**src/rtl/fetch_queue.sv**
```systemverilog
// Instruction queue between fetch and decode: strict FIFO of {instr, nextPC} pairs
// with valid/ready on both sides and flush on redirect. Optional HALT detection: FQ_HALT_DETECT_EN.
module fetch_queue #(
   parameter int DEPTH = 4,
   parameter int WIDTH = 16
) (
   input  logic                     clk,
   input  logic                     rst,
   input  logic                     in_valid,
   output logic                     in_ready,
   input  logic [WIDTH-1:0]         in_instr,
   input  logic [WIDTH-1:0]         in_nextPC,
   output logic                     out_valid,
   input  logic                     out_ready,
   output logic [WIDTH-1:0]         out_instr,
   output logic [WIDTH-1:0]         out_nextPC,
   input  logic                     flush,
   output logic [$clog2(DEPTH):0]   count,
   output logic                     halt_seen
);

   localparam int AW = $clog2(DEPTH);
   localparam logic [WIDTH-1:0] NOP_INSTR = WIDTH'(16'h0800);
   localparam logic [AW:0]      FULL      = (AW + 1)'(DEPTH);

   typedef struct packed {
      logic [WIDTH-1:0] instr;
      logic [WIDTH-1:0] next_pc;
   } entry_t;

   entry_t        mem_q [DEPTH];
   entry_t        head_e;
   logic [AW-1:0] head_q, head_d;
   logic [AW-1:0] tail_q, tail_d;
   logic [AW:0]   count_q, count_d;
   logic          halt_q;
   logic          enq, deq;

   // Handshake qualifiers; flush suppresses both sides in its cycle.
   assign in_ready  = (count_q != FULL) && !halt_q;
   assign out_valid = (count_q != '0);
   assign enq       = in_valid && in_ready && !flush;
   assign deq       = out_valid && out_ready && !flush;

   always_comb begin
      head_d  = head_q;
      tail_d  = tail_q;
      count_d = count_q;
      if (flush) begin
         head_d  = '0;
         tail_d  = '0;
         count_d = '0;
      end else begin
         if (enq) tail_d = tail_q + AW'(1);
         if (deq) head_d = head_q + AW'(1);
         if (enq && !deq)      count_d = count_q + 1'b1;
         else if (deq && !enq) count_d = count_q - 1'b1;
      end
   end

   // NOTE: sequential state uses non-blocking assignments so every register
   // samples the pre-edge values computed by the always_comb above.
   always_ff @(posedge clk) begin
      if (rst) begin
         head_q  <= '0;
         tail_q  <= '0;
         count_q <= '0;
      end else begin
         head_q  <= head_d;
         tail_q  <= tail_d;
         count_q <= count_d;
      end
   end

   // NOTE: the storage array is deliberately not reset; count gates every read,
   // so its power-up contents are never visible.
   always_ff @(posedge clk) begin
      if (!rst && enq) mem_q[tail_q] <= '{instr: in_instr, next_pc: in_nextPC};
   end

`ifdef FQ_HALT_DETECT_EN
   logic halt_d;

   always_comb begin
      halt_d = halt_q;
      if (flush)                                       halt_d = 1'b0;
      else if (enq && in_instr[WIDTH-1 -: 5] == 5'b0)  halt_d = 1'b1;
   end

   always_ff @(posedge clk) begin
      if (rst) halt_q <= 1'b0;
      else     halt_q <= halt_d;
   end
`else
   assign halt_q = 1'b0;
`endif

   assign head_e     = mem_q[head_q];
   assign out_instr  = out_valid ? head_e.instr   : NOP_INSTR;
   assign out_nextPC = out_valid ? head_e.next_pc : '0;
   assign count      = count_q;
   assign halt_seen  = halt_q;

endmodule

```
**config.mk**
```make
export PLATFORM = sky130hd
export DESIGN_NAME = fetch_queue
export DESIGN_NICKNAME = d
export VERILOG_FILES = /design/src/rtl/fetch_queue.sv
export SDC_FILE = /design/constraint.sdc
export NUM_CORES = 1
export LEC_CHECK = 0
export BUFFER_PORTS_ARGS = -buffer_cell sky130_fd_sc_hd__buf_2
export CORE_MARGIN = 3
export CORE_UTILIZATION = 51
export CTS_CLUSTER_DIAMETER = 200
export DETAILED_ROUTE_END_ITERATION = 10
export GPL_TIMING_DRIVEN = 0
export PLACE_DENSITY = 0.75
export SLEW_MARGIN = 40
export SYNTH_ARGS = -nofsm -noshare
export SYNTH_HDL_FRONTEND = slang
export SYNTH_SLANG_ARGS = --single-unit
export TNS_END_PERCENT = 50
```
**constraint.sdc**
```tcl
create_clock -name clk -period 3.2 [get_ports clk]
set_input_delay 0.16 -clock clk [delete_from_list [all_inputs] [get_ports clk]]
set_output_delay 0.16 -clock clk [all_outputs]
set_load 0.02 [all_outputs]
```
==> qor.txt <==
Cell Pwr Density - 597 nW/um2
YS warnings - 0
Largest net degree at the start of global routing - 17
Max-Cap Viols - 0
CTS H-Tree Depth - 4
Met2 usage - 32.7%
Count leader, synth - edfxtp_1
TritonCTS clock tree - built
Final Wtd Congestion - 0.716
Via count of the first global-routing pass - 3086
NumNets Final - 446
GR peak layer - met2
Worst-path cell chain - or3b_1 > nand3b_2 > nor3b_2 > buf_4 > buf_2 > buf_4
FF-to-FF path depth - 6
CTS clk-pin slew, worst paths - 0.06 ns
Fin util - 70.0%
DR WL/cell - 17.9 um
Hold path depth - 4
Worst-Margin Slew - 0.594 ns
Ys async rst share - 0%
Maximum VDD drop - 0.347 mV
Worst Path Arrival - 2.65 ns
Endpoint class of the critical path - flip-flop
Cell leakage power - 2.57 nW
Post-layout minimum cycle time - 2.42 ns
Worst path required time - 3.43 ns
Chip Width - 109 um
N_diodes - 0
P&R area growth vs syn - 30.5%
DR iter-0 viols - 146
Worst Path Buf+Inv - 3
Crit path max-delay family - simple AND/OR/NAND/NOR gates
Status - completed
Clock skew - 0.00671 ns
Primary FF master, synth - edfxtp_1
Site row count - 36
Initial antenna violation count - 0
Die height - 109 um
Skew-Pair Late Insertion Delay - 0.52 ns
DRC - 0
Synthesized instance count - 257
Port Buf Inserts - 73
Slowest stage cell on the critical path - nor3b_2
CTS Root Cell - clkbuf_8
Setup CP Type - reg2reg
Max Slew Vio Count - 0
Yosys top cell by area - edfxtp_1
Number of synthesized flops with an enable pin - 128
Worst path depth - 6
First-pass GRT wire length - 16100 um
GR Overflow Total - 0
Core area - 10000 um2
Grt met1 use - 22.1%
CP dominant cell by count - buf_4
CP Max Fanout - 7
RSZ-0062 raised after global routing - false
Top post-synthesis cells by area - edfxtp_1 72%, mux4_2 13%, and2_1 3.6%, dfxtp_1 3.4%, ha_1 1.2%
Routed Antenna Nets - 0
Power consumption - 4.18 mW
Final Hold Fails - 0
Share of the synthesized area in the top cell type - 71.6%
Layout cell share with drive strength beyond 1 - 41.1%
Sequential-to-total area share from yosys stat - 75.0%
Net Count, Synth - 300
Routed via count - 2806
Vias per inst - 5.11
Synth Area per Inst - 20.9 um2
TritonRoute pass-1 iters - 4
Worst Hold Class - in2reg
Clock tree sinks - 137
Met3 Track Usage GR - 5.97%
Routed WL - 9830 um
FMAX - 0.414 GHz
Worst rel slew slack - 60.2%
GRT Overall Usage - 19.1%
Post-synth cell types - 28
Yosys reg bits - 137
Post-CTS setup buffer count - 0
Post-synth top cells - 128 x edfxtp_1, 31 x and2_1, 31 x mux4_2
Max incr delay on CP - 0.56 ns
CTS Buf Count - 17
Startpoint types - flip-flop
Die area - 11800 um2
Starting density of the core - 53.7%
Synthesized area - 5370 um2
DP HPWL - 6340 um
Final period util - 75.5%
Clk buf depth - 2
I/O pin total - 75
Final setup viols - 0
[logic make-up after synthesis]
kind of cell	count (synthesis)	share of synthesized area, %
AOI/OAI and AO/OA	5	0.513
xor gates and xnor gates	3	0.490
adders and majority gates	6	1.54
buffers and inverters	17	2.38
DFF	137	75.0
muxes	35	14.1
other	1	0.0699
and+or+nand+nor	53	5.92
[repair_timing]
action	4_1_cts	5_1_grt
resized for setup	0	0
hold buffers	33	0
hold endpoints to repair	129	0
[report_power, final]
part / internal, mW / total (mW) / leakage [nW] / switching, mW
clock network: 1.25 / 1.91 / 0.293 / 0.662
registers: 1.98 / 1.99 / 1.23 / 0.00807
logic: 0.128 / 0.278 / 1.05 / 0.150
total: 3.36 / 4.18 / 2.57 / 0.820
[state kept, by name (all words and copies together) (netlist names), named ones only]
| signal | flops |
|---|---|
| mem_q | 128 |
| count | 3 |
| head_q | 2 |
| tail_q | 2 |
[tightest hold or removal path: stages]
cell,delay [ns]
buf_2,0.16
nor2_1,0.08
nand2_1,0.06
mux2i_1,0.05
[layout by cell type, fill, tap and decap left out, types with 2 or more instances in the layout]
cell	Yosys	layout
a21oi_1	2	2
buf_2	3	80
clkbuf_1	4	6
nand2_1	3	3
clkbuf_16	0	16
clkinv_2	0	2
and2_1	31	31
bufinv_16	0	2
buf_6	1	2
dfxtp_1	9	9
or3_1	2	2
xor2_1	3	3
clkbuf_8	0	8
buf_12	3	3
ha_1	5	5
nor3b_2	0	4
mux2i_1	2	2
clkinvlp_4	0	2
buf_4	1	17
o21ai_0	2	2
inv_1	5	5
dlygate4sd3_1	0	33
or2_2	3	3
nor2_1	7	7
edfxtp_1	128	128
mux4_2	31	31
[worst paths after layout]
check | start | to | slack (ns)
worst max-delay path | count[0] | mem_q[1][30] | 0.78
worst min-delay path | rst | tail_q[1] | 0.04
worst max register to register | count[0] | mem_q[1][30] | 0.78
worst min register to register | tail_q[1] | tail_q[1] | 0.52
[per-layer routing]
layer / wire length (um) / vias up
met5: 0 / -
met4: 192 / 0
met3: 430 / 19
met2: 5310 / 78
met1: 3900 / 1401
li1: - / 1308
[through the flow]
stage | area, um2 | hold slack (ns) | setup TNS [ns] | setup slack [ns] | cells
final | 7000 | 0.0412 | 0 | 0.785 | 549
after global routing | 7000 | 0.0501 | 0 | 0.554 | 549
after CTS | 7000 | 0.0169 | 0 | 0.702 | 549
after detailed placement | 6070 | 0.375 | 0 | 0.743 | 484
after global placement | 5900 | 0.371 | -288.37 | -2.29 | 463
after floorplan | 5370 | 0.259 | -92.21 | -0.725 | 257
[layout make-up]
| cell class | count | area (um2) |
|---|---|---|
| Inverter | 5 | 18.8 |
| Clock buffer | 26 | 518 |
| Sequential cell | 137 | 4020 |
| Fill cell | 683 | 3000 |
| Clock inverter | 6 | 85.1 |
| Timing Repair Buffer | 127 | 847 |
| Tap cell | 133 | 166 |
| Buffer | 12 | 109 |
| Multi-Input combinational cell | 103 | 1230 |
(Power assumes the default switching activity.)
